[config.mk]
export PLATFORM = sky130hd
export DESIGN_NAME = axi4_lite_slave_regs
export DESIGN_NICKNAME = d
export VERILOG_FILES = /design/src/rtl/axi4_lite_slave_regs.sv
export SDC_FILE = /design/constraint.sdc
export NUM_CORES = 1
export LEC_CHECK = 0
export CAP_MARGIN = 30
export CORE_AREA = 5 5 275 277
export DETAILED_ROUTE_END_ITERATION = 7
export DIE_AREA = 0 0 280 282
export PLACE_DENSITY = 0.66
export SYNTH_ARGS = -nofsm -noshare
export SYNTH_HDL_FRONTEND = slang
export SYNTH_SLANG_ARGS = --single-unit
[constraint.sdc]
create_clock -name ACLK -period 5.7 [get_ports ACLK]
set_input_delay 1.71 -clock ACLK [delete_from_list [all_inputs] [get_ports ACLK]]
set_output_delay 1.71 -clock ACLK [all_outputs]
set_load 0.01 [all_outputs]
[src/rtl/axi4_lite_slave_regs.sv]
// rtl/axi4_lite_slave_regs.sv - AXI4-Lite slave exposing a bank of byte-strobed read/write registers
module axi4_lite_slave_regs #(
    parameter int ADDRESS_WIDTH = 32,
    parameter int DATA_WIDTH    = 32,
    parameter int NUM_REGS      = 16
) (
    input  logic                           ACLK,
    input  logic                           ARESETN,
    input  logic [ADDRESS_WIDTH-1:0]       S_AXI_AWADDR,
    input  logic                           S_AXI_AWVALID,
    output logic                           S_AXI_AWREADY,
    input  logic [DATA_WIDTH-1:0]          S_AXI_WDATA,
    input  logic [DATA_WIDTH/8-1:0]        S_AXI_WSTRB,
    input  logic                           S_AXI_WVALID,
    output logic                           S_AXI_WREADY,
    output logic [1:0]                     S_AXI_BRESP,
    output logic                           S_AXI_BVALID,
    input  logic                           S_AXI_BREADY,
    input  logic [ADDRESS_WIDTH-1:0]       S_AXI_ARADDR,
    input  logic                           S_AXI_ARVALID,
    output logic                           S_AXI_ARREADY,
    output logic [DATA_WIDTH-1:0]          S_AXI_RDATA,
    output logic [1:0]                     S_AXI_RRESP,
    output logic                           S_AXI_RVALID,
    input  logic                           S_AXI_RREADY,
    output logic [NUM_REGS*DATA_WIDTH-1:0] regs_flat
);

    localparam int STRB_WIDTH = DATA_WIDTH / 8;
    localparam int OFF_BITS   = $clog2(STRB_WIDTH);
    localparam int IDX_BITS   = $clog2(NUM_REGS);
    localparam logic [ADDRESS_WIDTH:0] ADDR_LIMIT = (ADDRESS_WIDTH + 1)'(NUM_REGS * STRB_WIDTH);
    localparam logic [1:0] RESP_OKAY   = 2'b00;
    localparam logic [1:0] RESP_SLVERR = 2'b10;

    if (DATA_WIDTH != 32 && DATA_WIDTH != 64) begin : g_bad_width
        $error("DATA_WIDTH must be 32 or 64");
    end
    if (NUM_REGS < 2 || (NUM_REGS & (NUM_REGS - 1)) != 0) begin : g_bad_regs
        $error("NUM_REGS must be a power of 2, at least 2");
    end

    logic [DATA_WIDTH-1:0] regs [NUM_REGS];

    typedef enum logic [1:0] {
        W_IDLE,
        W_HAVE_ADDR,
        W_HAVE_DATA,
        W_RESP
    } w_state_t;

    w_state_t                 w_state, w_state_nxt;
    logic [ADDRESS_WIDTH-1:0] aw_addr_q;
    logic [DATA_WIDTH-1:0]    w_data_q;
    logic [STRB_WIDTH-1:0]    w_strb_q;
    logic [1:0]               bresp_q;

    logic                     latch_aw, latch_w, wr_commit;
    logic [ADDRESS_WIDTH-1:0] wr_addr;
    logic [DATA_WIDTH-1:0]    wr_data;
    logic [STRB_WIDTH-1:0]    wr_strb;
    logic                     wr_in_range;
    logic [IDX_BITS-1:0]      wr_idx;

    // The write that commits may take its address/data from the bus or from
    // whichever half was parked earlier, depending on which arrived first.
    always_comb begin
        w_state_nxt   = w_state;
        S_AXI_AWREADY = 1'b0;
        S_AXI_WREADY  = 1'b0;
        S_AXI_BVALID  = 1'b0;
        latch_aw      = 1'b0;
        latch_w       = 1'b0;
        wr_commit     = 1'b0;
        wr_addr       = aw_addr_q;
        wr_data       = w_data_q;
        wr_strb       = w_strb_q;
        case (w_state)
            W_IDLE: begin
                S_AXI_AWREADY = 1'b1;
                S_AXI_WREADY  = 1'b1;
                wr_addr       = S_AXI_AWADDR;
                wr_data       = S_AXI_WDATA;
                wr_strb       = S_AXI_WSTRB;
                if (S_AXI_AWVALID && S_AXI_WVALID) begin
                    wr_commit   = 1'b1;
                    w_state_nxt = W_RESP;
                end else if (S_AXI_AWVALID) begin
                    latch_aw    = 1'b1;
                    w_state_nxt = W_HAVE_ADDR;
                end else if (S_AXI_WVALID) begin
                    latch_w     = 1'b1;
                    w_state_nxt = W_HAVE_DATA;
                end
            end
            W_HAVE_ADDR: begin
                S_AXI_WREADY = 1'b1;
                wr_data      = S_AXI_WDATA;
                wr_strb      = S_AXI_WSTRB;
                if (S_AXI_WVALID) begin
                    wr_commit   = 1'b1;
                    w_state_nxt = W_RESP;
                end
            end
            W_HAVE_DATA: begin
                S_AXI_AWREADY = 1'b1;
                wr_addr       = S_AXI_AWADDR;
                if (S_AXI_AWVALID) begin
                    wr_commit   = 1'b1;
                    w_state_nxt = W_RESP;
                end
            end
            W_RESP: begin
                S_AXI_BVALID = 1'b1;
                if (S_AXI_BREADY) begin
                    w_state_nxt = W_IDLE;
                end
            end
            default: w_state_nxt = W_IDLE;
        endcase
    end

    assign wr_in_range = {1'b0, wr_addr} < ADDR_LIMIT;
    assign wr_idx      = wr_addr[IDX_BITS+OFF_BITS-1:OFF_BITS];

    always_ff @(posedge ACLK or negedge ARESETN) begin
        if (!ARESETN) begin
            w_state   <= W_IDLE;
            aw_addr_q <= '0;
            w_data_q  <= '0;
            w_strb_q  <= '0;
            bresp_q   <= RESP_OKAY;
        end else begin
            w_state <= w_state_nxt;
            if (latch_aw) begin
                aw_addr_q <= S_AXI_AWADDR;
            end
            if (latch_w) begin
                w_data_q <= S_AXI_WDATA;
                w_strb_q <= S_AXI_WSTRB;
            end
            if (wr_commit) begin
                bresp_q <= wr_in_range ? RESP_OKAY : RESP_SLVERR;
            end
        end
    end

    always_ff @(posedge ACLK or negedge ARESETN) begin
        if (!ARESETN) begin
            for (int i = 0; i < NUM_REGS; i++) begin
                regs[i] <= '0;
            end
        end else if (wr_commit && wr_in_range) begin
            for (int b = 0; b < STRB_WIDTH; b++) begin
                if (wr_strb[b]) begin
                    regs[wr_idx][b*8 +: 8] <= wr_data[b*8 +: 8];
                end
            end
        end
    end

    assign S_AXI_BRESP = bresp_q;

    typedef enum logic {
        R_IDLE,
        R_DATA
    } r_state_t;

    r_state_t              r_state, r_state_nxt;
    logic [DATA_WIDTH-1:0] rdata_q;
    logic [1:0]            rresp_q;
    logic                  ar_accept;
    logic                  rd_in_range;
    logic [IDX_BITS-1:0]   rd_idx;

    always_comb begin
        r_state_nxt   = r_state;
        S_AXI_ARREADY = 1'b0;
        S_AXI_RVALID  = 1'b0;
        ar_accept     = 1'b0;
        if (r_state == R_IDLE) begin
            S_AXI_ARREADY = 1'b1;
            if (S_AXI_ARVALID) begin
                ar_accept   = 1'b1;
                r_state_nxt = R_DATA;
            end
        end else begin
            S_AXI_RVALID = 1'b1;
            if (S_AXI_RREADY) begin
                r_state_nxt = R_IDLE;
            end
        end
    end

    assign rd_in_range = {1'b0, S_AXI_ARADDR} < ADDR_LIMIT;
    assign rd_idx      = S_AXI_ARADDR[IDX_BITS+OFF_BITS-1:OFF_BITS];

    // Sampling regs on the accept edge yields the pre-write value when a
    // write to the same register commits on that same edge.
    always_ff @(posedge ACLK or negedge ARESETN) begin
        if (!ARESETN) begin
            r_state <= R_IDLE;
            rdata_q <= '0;
            rresp_q <= RESP_OKAY;
        end else begin
            r_state <= r_state_nxt;
            if (ar_accept) begin
                rdata_q <= rd_in_range ? regs[rd_idx] : '0;
                rresp_q <= rd_in_range ? RESP_OKAY : RESP_SLVERR;
            end
        end
    end

    assign S_AXI_RDATA = rdata_q;
    assign S_AXI_RRESP = rresp_q;

    for (genvar gi = 0; gi < NUM_REGS; gi++) begin : g_flat
        assign regs_flat[gi*DATA_WIDTH +: DATA_WIDTH] = regs[gi];
    end

endmodule
=== After elaboration in Yosys (flattened, before gate mapping) ===
Cells that the tools add are included.

* Bits in registers: 619
* Bits of input ports: 107
* Output and inout bits: 553
* Logic and storage cells: 98

* $lt $le $gt $ge: 5
* Eq/ne operators: 7
* Muxes and demuxes: 53
* Bitwise operators: 2
* Reductions and logical operators: 7

{| class="wikitable"
|+ Operators with widths
! kind !! number
|-
| 512-bit two-way mux || 7
|-
| 512-bit bitwise mux || 4
|-
| 32-bit demux with 4-bit select || 4
|-
| 32-bit two-way mux || 6
|-
| 32-bit binary-select mux with 4-bit select || 1
|-
| 32-bit by 7-bit less-than comparator with 1-bit output (second input constant) || 2
|-
| 24-bit two-way mux || 1
|-
| 1-bit two-way mux || 17
|-
| 16-bit two-way mux || 1
|-
| 2-bit two-way mux || 8
|-
| 5-bit greater-or-equal comparator (second input constant) || 2
|-
| 4-bit NOT with 5-bit output || 2
|-
| 8-bit two-way mux || 1
|-
| 2-bit case mux with 4 select lines || 1
|-
| 2-bit inequality test (second input constant) || 3
|-
| 5-bit by 1-bit less-than comparator with 1-bit output (second input constant) || 1
|-
| 2-bit == test (second input constant) || 2
|-
| 4-bit two-way mux || 1
|-
| 4-bit inequality test (second input constant) || 1
|-
| 4-bit AND reduction || 1
|-
| 2-bit OR reduction || 2
|-
| 1-bit logical AND || 3
|-
| 1-bit case mux with 3 select lines || 1
|-
| 2-bit by 1-bit == test with 1-bit output (second input constant) || 1
|-
| 2-bit zero test || 1
|}

=== Longest topological paths before layout ===
* Depth in word-level cells: 19
* Depth in mapped cells: 10
* Gate-level depth less buffers: 8

=== Worst setup path before layout ===
Ideal clock, no wire load.

* Path type: input port to flip-flop
* Start: input port S_AXI_ARADDR[2]
* End: register rdata_q[11], in the netlist S_AXI_RDATA[11]
* Setup time: 0.133 ns
* Arrival: 3.637 ns
* Required time: 5.567 ns
* Slack: 1.930 ns
* Stages on the path: 6
* Buffers on the path: 2
* Cells stage by stage: clkbuf_1 buf_2 mux4_2 mux4_2 inv_1 o21ai_0

* Cells in the longest elaborated chain, start to end: 5
* Elaborated cells on any way between the ends: 6
* Classes of those cells: 1 x order compare; 4 x mux; 1 x bitwise

{| class="wikitable"
|+ RTL lines
! what !! RTL line !! text
|-
| start, declared || 19 || <nowiki>input logic [ADDRESS_WIDTH-1:0] S_AXI_ARADDR,</nowiki>
|-
| parallel branches: the longest is 4 deep, another holds 32-bit by 7-bit less-than comparator with 1-bit output || -- ||
|-
| 32-bit two-way mux * || 208 || <nowiki>rdata_q <= rd_in_range ? regs[rd_idx] : '0;</nowiki>
|-
| end signal, assigned || 208 ||
|-
| end, declared || 170 || <nowiki>logic [DATA_WIDTH-1:0] rdata_q;</nowiki>
|}

Every way passes the cells marked *. The select of a mux whose other input is x is not followed.
A chain may end at the register's enable or synchronous reset.

=== Worst setup path after layout ===
* Start: register w_state[1]
* End: output port S_AXI_WREADY

* Cells in the longest elaborated chain, start to end: 3
* Elaborated cells on any way between the ends: 4
* Classes of those cells: 1 x eq/ne; 1 x mux; 2 x reduce/logical

{| class="wikitable"
|+ RTL lines
! what !! RTL line !! text
|-
| start, declared || 52 || <nowiki>w_state_t w_state, w_state_nxt;</nowiki>
|-
| start signal, assigned || 134 || <nowiki>w_state <= w_state_nxt;</nowiki>
|-
| 2-bit by 1-bit == test with 1-bit output or 2-bit zero test (tied branches) || 78 || <nowiki>case (w_state)</nowiki>
|-
| 2-bit OR reduction (no source line) * || -- ||
|-
| 1-bit two-way mux * || 78 ||
|-
| end, declared || 15 || <nowiki>output logic S_AXI_WREADY,</nowiki>
|}

Mark *: on every way between the ends. The rest lies on a longest branch, timed or not.

==> run_results.csv <==
group,metric,value,unit
yosys,yosysUniqueCellTypes,41,
timing,grt_setup_unrepaired,"false",
grt,maximum_number_of_pins_on_one_net_before_global_route_repair,125,
setup_path,cp_top_family,"buffers and inverters",
cts,cts_max_level,3,
yosys,synth-async-reset-ratio,100.0,%
setup_path,worstRegToRegCells,9,
timing,aggregate_negative_setup_slack,0,ns
place,place_congestion,0.8713,
place,dp_wirelength,73600,µm
power_and_ir_drop,peakVddDrop,0.0002943,V
floorplan,die_area,78960,µm²
layout,fillers,5937,
yosys,synth_seq_area_share,53.39,%
setup_path,path_buf_inv,4,
layout,syn2layout_area_growth,35.42,%
timing,finalMaxSlewViolations,0,
place,io_buffer_count,653,
floorplan,initial_utilization,39.71,%
layout,num-nets-final,2543,
layout,multiInputGateArea,12850,µm²
grt,global_route.usage.total,25.64,%
yosys,synth.avg_cell_area,16.36,µm²
yosys,mappedNetlistArea,28820,µm²
floorplan,fp.dieH,282,µm
floorplan,die-width,280,µm
place,placement.cell_area,36670,µm²
setup_path,critical-path-top-cell-by-count,"sky130_fd_sc_hd__inv_1",
setup_path,worstPathRequired,3.99,ns
layout,ff_latch_area,15390,µm²
cts,cts_max_path_buffers,3,
yosys,synthTopCellsByCount,"sky130_fd_sc_hd__dfrtp_1 (615), sky130_fd_sc_hd__mux2_2 (568), sky130_fd_sc_hd__mux4_2 (160), sky130_fd_sc_hd__clkbuf_1 (69), sky130_fd_sc_hd__a211oi_4 (56)",
cts,cts-resized-gates,0,
layout,post-route-cell-area,39030,µm²
setup_path,max_stage_delay,0.59,ns
setup_path,critical-path-slowest-cell,"sky130_fd_sc_hd__dfrtp_1",
cts,worst_setup_hold_path_clk_slew,0.06,ns
grt,remaining_global_route_overflow,0,
timing,fmax,215.4,MHz
timing,final_period_minus_worst_setup_slack,4.642,ns
cts,ctsRootBufferMaster,"sky130_fd_sc_hd__clkbuf_16",
run,max_cap_viol_count,0,
yosys,synth.area.top_cells,"sky130_fd_sc_hd__dfrtp_1 (53%), sky130_fd_sc_hd__mux2_2 (22%), sky130_fd_sc_hd__mux4_2 (13%), sky130_fd_sc_hd__a211oi_4 (3.9%), sky130_fd_sc_hd__mux2_4 (1.7%)",
grt,grt_first_pass_wirelength,149000,µm
floorplan,floorplan.io_pins,660,
timing,worst_slew_pin_slew,0.9481,ns
drt,drt-pass1-iter-count,5,
timing,worst_slew_margin_relative_to_its_limit,36.79,%
timing,hold_viol,0,
timing,clock_skew,0.02144,ns
drt,drt-initial-drc-count,1181,
yosys,netlist.area_leader.share,53.39,%
setup_path,timing.critical_path.to_type,"primary output",
hold_path,min-delay-start,"S_AXI_RDATA[14]",
timing,layout_worst_path_cycle_share,81.45,%
setup_path,crit_path_category,"flip-flop to primary output",
cts,cts_num_sinks,615,
yosys,synth_seq_cells,615,
hold_path,min-delay-path-class,"flip-flop to flip-flop",
yosys,synthesis.instances,1762,
setup_path,critical_path.cell_chain,"inv_1 > ha_1 > nor2_4 > buf_4 > inv_1 > clkdlybuf4s50_1",
hold_path,hold_path_depth,2,
yosys,prevailing_post_synth_register_cell,"sky130_fd_sc_hd__dfrtp_1",
drt,routed_wire_length_per_instance,30.03,µm
setup_path,arrival_time_reported_for_the_critical_path_endpoint,2.93,ns
setup_path,worst_setup_path_start_kind,"flip-flop",
drt,vias_per_cell,5.578,
power_and_ir_drop,leakage,0.01678,µW
cts,cts_made_buffers,70,
yosys,synth_edf_count,0,
cts,cts_setup_buffers,0,
hold_path,whs_endpoint,"S_AXI_RDATA[14]",
cts,clock_tree_from_tritoncts,"yes",
setup_path,critical_path.max_fanout,20,
grt,grt_antenna_before_repair,8,
cts,clk-insertion-delay-late,0.60,ns
drt,ant_nets,0,
yosys,most_instantiated_library_cell_after_synthesis,"sky130_fd_sc_hd__dfrtp_1",
drt,drcViolationCount,0,
power_and_ir_drop,total_power,11550,µW
timing,setup_violations,0,
setup_path,critical_path.reg2reg.endpoint,"regs_flat[190]",
drt,vias,19251,
floorplan,core-area,72590,µm²
layout,layout-drive-gt1-share,40.37,%
cts,cts_hold_buf,0,
setup_path,worst-r2r-setup-slack,1.75,ns
grt,grt_pass1_vias,20319,
drt,wl,103700,µm
power_and_ir_drop,power-per-cell-area,296.0,nW/µm²
floorplan,std_cell_rows,99,
setup_path,critical_path.reg2reg.startpoint,"w_state[1]",
yosys,synth_warnings,0,
yosys,synth_largest_area_cell,"sky130_fd_sc_hd__dfrtp_1",
run_status,status,"finished clean",
[registers in the layout, summed over array words and instances (netlist names)]
name / cells
r_state: 1
w_state: 2
aw_addr_q: 30
S_AXI_BRESP: 1
w_strb_q: 4
regs_flat: 512
S_AXI_RRESP: 1
w_data_q: 32
S_AXI_RDATA: 32
[where the power goes]
part / leakage (µW) / internal [µW] / switching, µW
Sequential: 0.00845 / 4610 / 138
Combinational: 0.00717 / 695 / 1510
Clock: 0.00116 / 2720 / 1880
[final cells by class]
cell class                      instances  area share, %
Sequential cell                       615          39.43
Multi-Input combinational cell       1000          32.93
Timing Repair Buffer                  705          18.14
Clock buffer                           97          5.058
Tap cell                              959          3.074
Clock inverter                         30         0.9520
Inverter                               40         0.3847
Antenna cell                            5        0.03206
[kinds of logic after synthesis]
family,count (synthesis),synth area share (%)
muxes,777,37.01
DFF,615,53.39
buffers and inverters,148,2.144
AOI/OAI and AO/OA,119,5.522
and+or+nand+nor,98,1.745
adders and majority gates,4,0.1736
other,1,0.01301
[how the worst max path moves through the flow]
stage / startpoint / endpoint / cells past startpoint
3_5_place_dp: S_AXI_AWADDR[14] / regs_flat[185] / 7
6_report: w_state[1] / S_AXI_WREADY / 6
2_1_floorplan: S_AXI_ARADDR[2] / S_AXI_RDATA[11] / 6
3_3_place_gp: S_AXI_AWADDR[14] / regs_flat[303] / 6
4_1_cts: w_state[1] / S_AXI_WREADY / 6
5_1_grt: w_state[1] / S_AXI_WREADY / 6
[metrics by stage]
| step | setup slack [ns] | util, % | cells | hold slack (ns) |
|---|---|---|---|---|
| global placement | 0.9125 | 50.44 | 3316 | 0.4646 |
| finish | 1.058 | 53.77 | 3451 | 0.4739 |
| floorplan | 1.930 | - | 1763 | 0.4737 |
| global route | 0.9135 | 53.77 | 3450 | 0.4996 |
| detailed placement | 1.001 | 50.52 | 3319 | 0.4691 |
| CTS | 0.9830 | 53.76 | 3446 | 0.4823 |
[metal layers]
metal | vias up | share of wire (%) | GRT usage (%)
li1 | 7990 | - | -
met2 | 685 | 50 | 43.47
met3 | 163 | 5.9 | 5.432
met4 | 6 | 3.2 | 7.848
met5 | - | 0.031 | 0
met1 | 10407 | 40 | 33.44
[tightest hold or removal path: cells and delay by family, from the launching register on]
| kind | cells | cell delay, ns |
|---|---|---|
| and+or+nand+nor | 1 | 0.04 |
| DFF | 1 | 0.34 |
| AOI/OAI and AO/OA | 1 | 0.06 |
[cells in the final DEF (no fill, tap or decap), drive strengths merged]
| master | count |
|---|---|
| nand3 | 4 |
| ha | 4 |
| nand3b | 1 |
| diode | 5 |
| dfrtp | 615 |
| clkdlybuf4s50 | 648 |
| nor4 | 18 |
| o31ai | 2 |
| bufinv | 6 |
| nand4 | 1 |
| nand2b | 5 |
| o211ai | 6 |
| inv | 43 |
| a211oi | 64 |
| nor2 | 7 |
| buf | 56 |
| a22oi | 1 |
| a21oi | 3 |
| conb | 2 |
| or4b | 4 |
| a221oi | 1 |
| clkbuf | 98 |
| and3 | 2 |
| mux2 | 614 |
| mux2i | 3 |
| nor3 | 1 |
| mux4 | 160 |
| o21ai | 41 |
| and4 | 3 |
| a21boi | 1 |
| or4 | 2 |
| nand2 | 50 |
| clkinv | 21 |
Note: power is estimated with default switching activity, not from simulation.
